<file path="src/rtl/pipeline_stall_ctrl_pkg.sv">
// Shared types and constants for the pipeline stall/flush sequencer.
// Holds the FSM state encoding and the EXE operand forward-select codes.
package pipeline_stall_ctrl_pkg;

    typedef logic [0:0] ctrl_state_t;

    localparam ctrl_state_t RUN      = 1'b0;
    localparam ctrl_state_t MEM_WAIT = 1'b1;

    localparam logic [1:0] FWD_REG = 2'b00;
    localparam logic [1:0] FWD_MEM = 2'b01;
    localparam logic [1:0] FWD_WB  = 2'b10;

    // MEM result is younger than WB, so it wins when both match.
    function automatic logic [1:0] fwd_pick(input logic v,
                                            input logic mem_hit,
                                            input logic wb_hit);
        if (!v)
            return FWD_REG;
        if (mem_hit)
            return FWD_MEM;
        if (wb_hit)
            return FWD_WB;
        return FWD_REG;
    endfunction

endpackage

</file>
<file path="src/rtl/pipeline_stall_ctrl_stall_counter.sv">
// Saturating up-counter with synchronous clear; clear beats increment.
// Used for both the SRAM wait timer and the stall statistics counter.
module pipeline_stall_ctrl_stall_counter #(
    parameter int           W   = 16,
    parameter logic [W-1:0] MAX = '1
) (
    input  logic         CLK,
    input  logic         RST,
    input  logic         clr,
    input  logic         inc,
    output logic [W-1:0] count
);

    always_ff @(posedge CLK or negedge RST) begin
        if (!RST)
            count <= '0;
        else if (clr)
            count <= '0;
        else if (inc && (count != MAX))
            count <= count + W'(1);
    end

endmodule

</file>
<file path="src/rtl/pipeline_stall_ctrl.sv">
// Stall/flush sequencer for the 5-stage pipeline: RAW hazards, SRAM freeze, branch flush.
// Define FORWARDING_EN to restrict hazards to load-use and drive the EXE forward muxes.
//
// state    | meaning
// ---------+--------------------------------------------------------------
// RUN      | pipeline advancing; no outstanding SRAM wait
// MEM_WAIT | MEM access pending; whole pipe frozen until sram_ready
module pipeline_stall_ctrl
    import pipeline_stall_ctrl_pkg::*;
#(
    parameter int CNT_W       = 16,
    parameter int MEM_TIMEOUT = 64
) (
    input  logic             CLK,
    input  logic             RST,
    input  logic             id_valid,
    input  logic [3:0]       id_src1,
    input  logic [3:0]       id_src2,
    input  logic             id_two_src,
    input  logic [3:0]       exe_dest,
    input  logic             exe_wb_en,
    input  logic             exe_mem_r_en,
    input  logic [3:0]       mem_dest,
    input  logic             mem_wb_en,
    input  logic [3:0]       wb_dest,
    input  logic             wb_wb_en,
    input  logic             mem_access,
    input  logic             sram_ready,
    input  logic             branch_taken,
    input  logic             perf_clr,
    output logic             hazard,
    output logic             freeze_if,
    output logic             freeze_pipe,
    output logic             flush,
    output logic [1:0]       fwd_sel_src1,
    output logic [1:0]       fwd_sel_src2,
    output logic [CNT_W-1:0] stall_count,
    output logic             mem_timeout_err
);

    localparam int               WAIT_W    = $clog2(MEM_TIMEOUT + 1);
    localparam logic [WAIT_W-1:0] WAIT_MAX  = WAIT_W'(MEM_TIMEOUT);
    localparam logic [WAIT_W-1:0] WAIT_LAST = WAIT_W'(MEM_TIMEOUT - 1);
    localparam logic [CNT_W-1:0]  STALL_MAX = '1;

    ctrl_state_t       state_q;
    ctrl_state_t       state_d;
    logic              mem_stall;
    logic              raw;
    logic              hazard_int;
    logic              flush_int;
    logic              in_wait;
    logic              err_set;
    logic [WAIT_W-1:0] wait_cnt;

    // Gated with RST so every combinational output is low while in reset.
    assign mem_stall  = RST && mem_access && !sram_ready;
    assign hazard_int = RST && raw && !mem_stall && !branch_taken;
    assign flush_int  = RST && branch_taken && !mem_stall;

    assign freeze_pipe = mem_stall;
    assign hazard      = hazard_int;
    assign freeze_if   = mem_stall || hazard_int;
    assign flush       = flush_int;

`ifdef FORWARDING_EN
    logic [3:0] exe_src1;
    logic [3:0] exe_src2;
    logic       exe_src_v;

    assign raw = id_valid && exe_mem_r_en && exe_wb_en &&
                 ((exe_dest == id_src1) || (id_two_src && (exe_dest == id_src2)));

    always_ff @(posedge CLK or negedge RST) begin
        if (!RST) begin
            exe_src1  <= 4'd0;
            exe_src2  <= 4'd0;
            exe_src_v <= 1'b0;
        end else if (!mem_stall) begin
            exe_src1  <= id_src1;
            exe_src2  <= id_src2;
            exe_src_v <= id_valid && !hazard_int && !flush_int;
        end
    end

    assign fwd_sel_src1 = fwd_pick(exe_src_v,
                                   mem_wb_en && (mem_dest == exe_src1),
                                   wb_wb_en && (wb_dest == exe_src1));
    assign fwd_sel_src2 = fwd_pick(exe_src_v,
                                   mem_wb_en && (mem_dest == exe_src2),
                                   wb_wb_en && (wb_dest == exe_src2));
`else
    logic unused_fwd_inputs;

    assign raw = id_valid &&
                 ((exe_wb_en && (exe_dest == id_src1)) ||
                  (mem_wb_en && (mem_dest == id_src1)) ||
                  (id_two_src && ((exe_wb_en && (exe_dest == id_src2)) ||
                                  (mem_wb_en && (mem_dest == id_src2)))));

    assign unused_fwd_inputs = ^{wb_dest, wb_wb_en, exe_mem_r_en};
    assign fwd_sel_src1      = FWD_REG;
    assign fwd_sel_src2      = FWD_REG;
`endif

    always_comb begin
        state_d = state_q;
        case (state_q)
            RUN:      if (mem_stall)  state_d = MEM_WAIT;
            MEM_WAIT: if (sram_ready) state_d = RUN;
            default:  state_d = RUN;
        endcase
    end

    always_ff @(posedge CLK or negedge RST) begin
        if (!RST)
            state_q <= RUN;
        else
            state_q <= state_d;
    end

    assign in_wait = (state_q == MEM_WAIT);

    // Held at zero in RUN, so it always starts from zero on entering MEM_WAIT.
    pipeline_stall_ctrl_stall_counter #(
        .W   (WAIT_W),
        .MAX (WAIT_MAX)
    ) u_wait_cnt (
        .CLK   (CLK),
        .RST   (RST),
        .clr   (!in_wait),
        .inc   (in_wait),
        .count (wait_cnt)
    );

    assign err_set = in_wait && (wait_cnt >= WAIT_LAST);

    always_ff @(posedge CLK or negedge RST) begin
        if (!RST)
            mem_timeout_err <= 1'b0;
        else if (perf_clr)
            mem_timeout_err <= 1'b0;
        else if (err_set)
            mem_timeout_err <= 1'b1;
    end

    pipeline_stall_ctrl_stall_counter #(
        .W   (CNT_W),
        .MAX (STALL_MAX)
    ) u_stall_cnt (
        .CLK   (CLK),
        .RST   (RST),
        .clr   (perf_clr),
        .inc   (mem_stall || hazard_int),
        .count (stall_count)
    );

endmodule

</file>
<file path="config.mk">
export PLATFORM = sky130hd
export DESIGN_NAME = pipeline_stall_ctrl
export DESIGN_NICKNAME = d
export VERILOG_FILES = /design/src/rtl/pipeline_stall_ctrl_pkg.sv /design/src/rtl/pipeline_stall_ctrl_stall_counter.sv /design/src/rtl/pipeline_stall_ctrl.sv
export SDC_FILE = /design/constraint.sdc
export NUM_CORES = 1
export LEC_CHECK = 0
export CORE_UTILIZATION = 43
export CTS_BUF_LIST = sky130_fd_sc_hd__clkbuf_8
export DETAILED_ROUTE_END_ITERATION = 10
export PLACE_DENSITY = 0.79
export SLEW_MARGIN = 25
export SYNTH_ARGS = -nofsm -noshare
export SYNTH_HDL_FRONTEND = slang
export SYNTH_HIERARCHICAL = 1
export SYNTH_SLANG_ARGS = --single-unit
</file>
<file path="constraint.sdc">
create_clock -name CLK -period 1.7 [get_ports CLK]
set_input_delay 0.34 -clock CLK [delete_from_list [all_inputs] [get_ports CLK]]
set_output_delay 0.34 -clock CLK [all_outputs]
set_load 0.01 [all_outputs]
</file>
## Word level (Yosys, flattened, before mapping)

Cells that the tools add are included.

- Add/sub/neg operators: 2
- Reductions and logical operators: 25
- Bitwise gates (word level): 1
- Muxes and demuxes: 9
- Eq/ne operators: 7
- $lt $le $gt $ge: 1

Operator list:

| cell | number |
|---|---|
| 16-bit two-way mux | 2 |
| 16-bit by 1-bit adder with 16-bit output (second input constant) | 1 |
| 4-bit equality test | 4 |
| 1-bit logical AND | 16 |
| 16-bit inequality test (second input constant) | 1 |
| 7-bit two-way mux | 2 |
| 7-bit by 1-bit adder with 7-bit output (second input constant) | 1 |
| 7-bit by 6-bit >= comparator with 1-bit output (second input constant) | 1 |
| 7-bit inequality test (second input constant) | 1 |
| 1-bit logical OR | 4 |
| 1-bit two-way mux | 4 |
| 2-bit nonzero test | 2 |
| 1-bit zero test | 3 |
| 2-bit by 1-bit inequality test with 1-bit output (second input constant) | 1 |
| 1-bit one-hot mux with 2 select lines | 1 |
| 1-bit NOT | 1 |

- Input port bits: 32
- Word-level logic and storage cells: 49
- Register bits: 25

## Logic depth before layout (Yosys ltp)

Gate-level depths: netlist of run 1.

- Depth in word-level cells: 13
- Gate-level depth with buffers: 11
- Gate-level depth less buffers: 9

## Cells and area by module

Netlist of run 1, hierarchy kept.

By module, submodules not included:

| module | area an instance (um^2) | cells an instance | instances | seq. area each (um^2) |
|---|---|---|---|---|
| pipeline_stall_ctrl_stall_counter at u_stall_cnt | 942.2 | 98 | 1 | 400.4 |
| pipeline_stall_ctrl_stall_counter at u_wait_cnt | 432.9 | 45 | 1 | 175.2 |
| pipeline_stall_ctrl | 352.8 | 46 | 1 | 50.0 |

## Worst setup path before layout of run 1

OpenSTA, ideal clock, no wires.

- Kind: input-to-reg
- Start point: input mem_dest[1]
- End point: register u_stall_cnt.count[3]
- Stages on the path: 9
- Library setup time: 0.078 ns
- Path slack: -0.604 ns
- Buffers on the path: 1
- Data required time: 1.622 ns
- Data arrival time: 2.226 ns
- Path through: xor2_1 nor4_1 a31oi_1 a311oi_1 or2_2 inv_1 clkbuf_1 or4_2 a21oi_1

- Word-level cells in the longest chain between the ends: 12
- Elaborated cells between the ends (all ways): 15

RTL lines:

| element | RTL line | source |
|---|---|---|
| start, declared | pipeline_stall_ctrl.sv:23 | `input logic [3:0] mem_dest,` |
| 4-bit equality test | pipeline_stall_ctrl.sv:99 | `(mem_wb_en && (mem_dest == id_src2)))));` |
| 1-bit logical AND | pipeline_stall_ctrl.sv:99 |  |
| 1-bit logical OR | pipeline_stall_ctrl.sv:98 | `(id_two_src && ((exe_wb_en && (exe_dest == id_src2)) \|\|` |
| 1-bit logical AND | pipeline_stall_ctrl.sv:98 |  |
| 1-bit logical OR * | pipeline_stall_ctrl.sv:97 | `(mem_wb_en && (mem_dest == id_src1)) \|\|` |
| 1-bit logical AND * | pipeline_stall_ctrl.sv:95 | `assign raw = id_valid &&` |
| 1-bit logical AND * (3 in a row) | pipeline_stall_ctrl.sv:58 | `assign hazard_int = RST && raw && !mem_stall && !branch_taken;` |
| 1-bit logical OR * | -- |  |
| via freeze_if | pipeline_stall_ctrl.sv:32 | `output logic freeze_if,` |
| 1-bit logical AND * | pipeline_stall_ctrl_stall_counter.sv:19 | `else if (inc && (count != MAX))` |
| 2-bit nonzero test (no source line) * | -- |  |
| end signal, assigned | pipeline_stall_ctrl_stall_counter.sv:20 | `count <= count + W'(1);` |
| end, declared | pipeline_stall_ctrl_stall_counter.sv:11 | `output logic [W-1:0] count` |

The timed path passes the listed nets; every way through them passes the cells marked *.
A chain may end at the register's enable or synchronous reset.

## Worst setup path in the final report of run 1

- Start point: input exe_wb_en
- End point: register u_stall_cnt.count[15]

- Word-level cells in the longest chain between the ends: 11
- Elaborated cells between the ends (all ways): 13

RTL lines:

| element | RTL line | source |
|---|---|---|
| start, declared | pipeline_stall_ctrl.sv:21 | `input logic exe_wb_en,` |
| 1-bit logical AND | pipeline_stall_ctrl.sv:98 |  |
| 1-bit logical OR | pipeline_stall_ctrl.sv:98 |  |
| 1-bit logical AND | pipeline_stall_ctrl.sv:98 |  |
| 1-bit logical OR * | pipeline_stall_ctrl.sv:97 |  |
| 1-bit logical AND * | pipeline_stall_ctrl.sv:95 |  |
| 1-bit logical AND * (3 in a row) | pipeline_stall_ctrl.sv:58 |  |
| 1-bit logical OR * | pipeline_stall_ctrl.sv:154 | `.inc (mem_stall \|\| hazard_int),` |
| 1-bit logical AND * | pipeline_stall_ctrl_stall_counter.sv:19 |  |
| 2-bit nonzero test (no source line) * | -- |  |

Mark *: on every way between the ends. The rest lies on a longest branch, timed or not.

==> results of run 1 <==
==> cells by family after synthesis <==
logic type	count (synthesis)
DFF	25
adders and majority gates	3
AOI/OAI and AO/OA	36
and+or+nand+nor	83
xor gates and xnor gates	18
muxes	5
buffers and inverters	18
other	1
==> cell type report <==
class                   count  share of cell area
clock buffers               3              0.0139
clock inverters             1             0.00126
inverters                   7              0.0114
multi-input cells         149               0.431
flip-flops and latches     25               0.211
well taps                  48              0.0202
repair buffers            104               0.308
repair inverters            1             0.00295
==> through the flow <==
stage	power [uW]	cell area, um2	util
after floorplan	707	1820	-
after global placement	831	2580	0.689
after detailed placement	836	2580	0.689
after CTS	1210	2830	0.756
after global routing	1290	2970	0.793
final	1230	2970	0.793
==> timing repair <==
action	4_1_cts	5_1_grt
setup endpoints to repair	21	27
pin swaps	29	20
gates resized for setup	107	42
buffers inserted	19	2
gates cloned	1	0
==> power breakdown <==
| part | total, uW | internal (uW) | switching, uW |
|---|---|---|---|
| Clock | 356 | 162 | 194 |
| Combinational | 272 | 140 | 132 |
| Sequential | 606 | 598 | 7.52 |
| Total | 1230 | 900 | 334 |
==> sequential cells by signal (all words and copies together), names as in the netlist <==
name,count
u_wait_cnt/count,7
u_stall_cnt/count,16
mem_timeout_err,1
in_wait,1
==> per-layer routing <==
layer,up-vias,global-route usage,wire length (um)
met2,90,0.504,2900
met3,20,0.0382,285
met5,-,0,0
met4,0,0.139,178
met1,937,0.337,2310
li1,899,-,-
==> path summary, 6_finish.rpt <==
kind                                            from                    end  cells past startpoint
worst max-delay path                       exe_wb_en  u_stall_cnt/count[15]                      9
worst min-delay path                             RST  u_stall_cnt/count[12]                      2
worst max register to register  u_stall_cnt/count[1]  u_stall_cnt/count[11]                      6
worst min register to register       mem_timeout_err        mem_timeout_err                      2
max in group asynchronous                        RST    u_wait_cnt/count[5]                      2
min in group CLK                          sram_ready                in_wait                      2
==> layout by cell type (no fill, tap or decap), types with 5 or more instances in the layout <==
cell / instances
buf_4: 49
dfrtp_1: 24
xor2_1: 12
nand2_1: 12
buf_2: 12
clkdlybuf4s50_1: 12
nand4_1: 10
a21oi_2: 10
dlymetal6s2s_1: 9
buf_6: 9
nor2_1: 8
inv_1: 7
nand3_1: 6
a21oi_1: 6
nor4_4: 6
or4_1: 5
==> synthesized netlist by cell type, drive strengths merged (5+ instances only) <==
| master | count |
|---|---|
| o31ai | 7 |
| nor4 | 7 |
| a21oi | 16 |
| o21ai | 6 |
| mux2 | 5 |
| or4 | 8 |
| buf | 5 |
| nand2 | 13 |
| or3 | 5 |
| nand3 | 7 |
| inv | 7 |
| nor2 | 8 |
| clkbuf | 6 |
| nand4 | 11 |
| xor2 | 14 |
| nor3 | 5 |
| dfrtp | 25 |
==> metrics.csv, run 1 <==
metric,value,unit
synth_top_family_by_area,simple AND/OR/NAND/NOR gates,
grt_max_degree,26,
num_antenna_cells,0,
synth_fa_ha_area_frac,0.0217,
final-setup-viol-count,19,
cts.sinks,25,
num_rows,22,
finalCritPeriodShare,1.27,
required,1.86,ns
ir_worst_vdd,278,uV
routed_wirelength,5670,um
path_max_fanout,3,
num_vias,1946,
synth.mux.area_fraction,0.0326,
grt_pass1_wl,9350,um
skew,0.00507,ns
die_h,65.4,um
ys_seq_area_frac,0.362,
hp-class,input pin to async pin,
fin_cells,338,
yosys_most_used_dff,dfrtp_1,
power.leakage,0.00140,uW
drt_iter0_drc,176,
die_area,0.00428,mm2
cp.buffers_inverters,3,
grt_pass1_vias,2047,
clockBufferDepth,2,
post_drt_wl_per_cell,16.8,um
ant_nets,0,
synth_edf_count,0,
cp_slowest_cell,clkdlybuf4s50_1,
syn_inst,189,
syn2layout_area_growth,71.8,%
numCtsBuffers,3,
synth_cell_types,44,
multiInputGateArea,0.00128,mm2
path_cells,clkdlybuf4s50_1 > nand4_1 > a311oi_2 > buf_4 > or2_4 > buf_6 > nand3_4 > nor4_4 > mux2_4,
finalWeightedCongestion,0.809,
synthTopCellsByArea,"dfrtp_1 (36%), xor2_1 (7.1%), a21oi_1 (4.6%)",
antenna_found_initial,0,
drive_above_1_share,0.469,
cp_data_arrival_time,2.32,ns
outcome,"finished, violations left",
final_hold_viol_count,0,
min_period,2.16,ns
clk_latency,0.27,ns
via_per_inst,5.76,
dpl_worst_slack,-1.16,ns
grtUsageTotal,0.285,
ctsHoldBuffers,0,
synth-simple-area-share,0.305,
synth_area_per_cell,9.14,um2
dp.cells,313,
timing.final.ws_setup,-0.462,ns
fin_nets,326,
violations,setup timing,
cts_root_buf,clkbuf_8,
io_pins,57,
syn_area,0.00173,mm2
drt-pass1-iter-count,4,
cp_top_family,buffers and inverters,
cts-htree-levels,1,
powerDensity,416,mW/mm2
critPathLaunchType,input pin,
hpwl,3510,um
synth_warnings,6,
ys_seq_elements,25,
synth_xor_area_frac,0.0912,
synth_area_leader_cell,dfrtp_1,
overflow,0,
maxSlewViolCount,0,
drc_errors,0,
port_buffers,46,
fmax,463,MHz
tns,-6.31,ns
synth.top_cell.area_share,0.362,
die_w,65.4,um
holdWs,0.121,ns
rsz0062_at_grt,true,
cts.reportedPaths.clkPinSlew,0.09,ns
start_util,0.462,
async_reset_ff_frac,1.00,
maxCapViolCount,0,
end_kind,flip-flop,
fillCellCount,249,
seq_area,627,um2
cts_tree,built,
synth_compound_area_frac,0.133,
core_area,0.00374,mm2
crit_type,input pin to flip-flop,
regToRegSetupSlack,-0.17,ns
max_stage_delay,0.48,ns
No activity file was read; power rests on OpenSTA's default activity.
==> inputs of run 2 (changes only) <==
HOLD_SLACK_MARGIN = 0.05   (was not set)
==> results of run 2 <==
No change in the layout: final DEF, timing and power equal those of run 1.
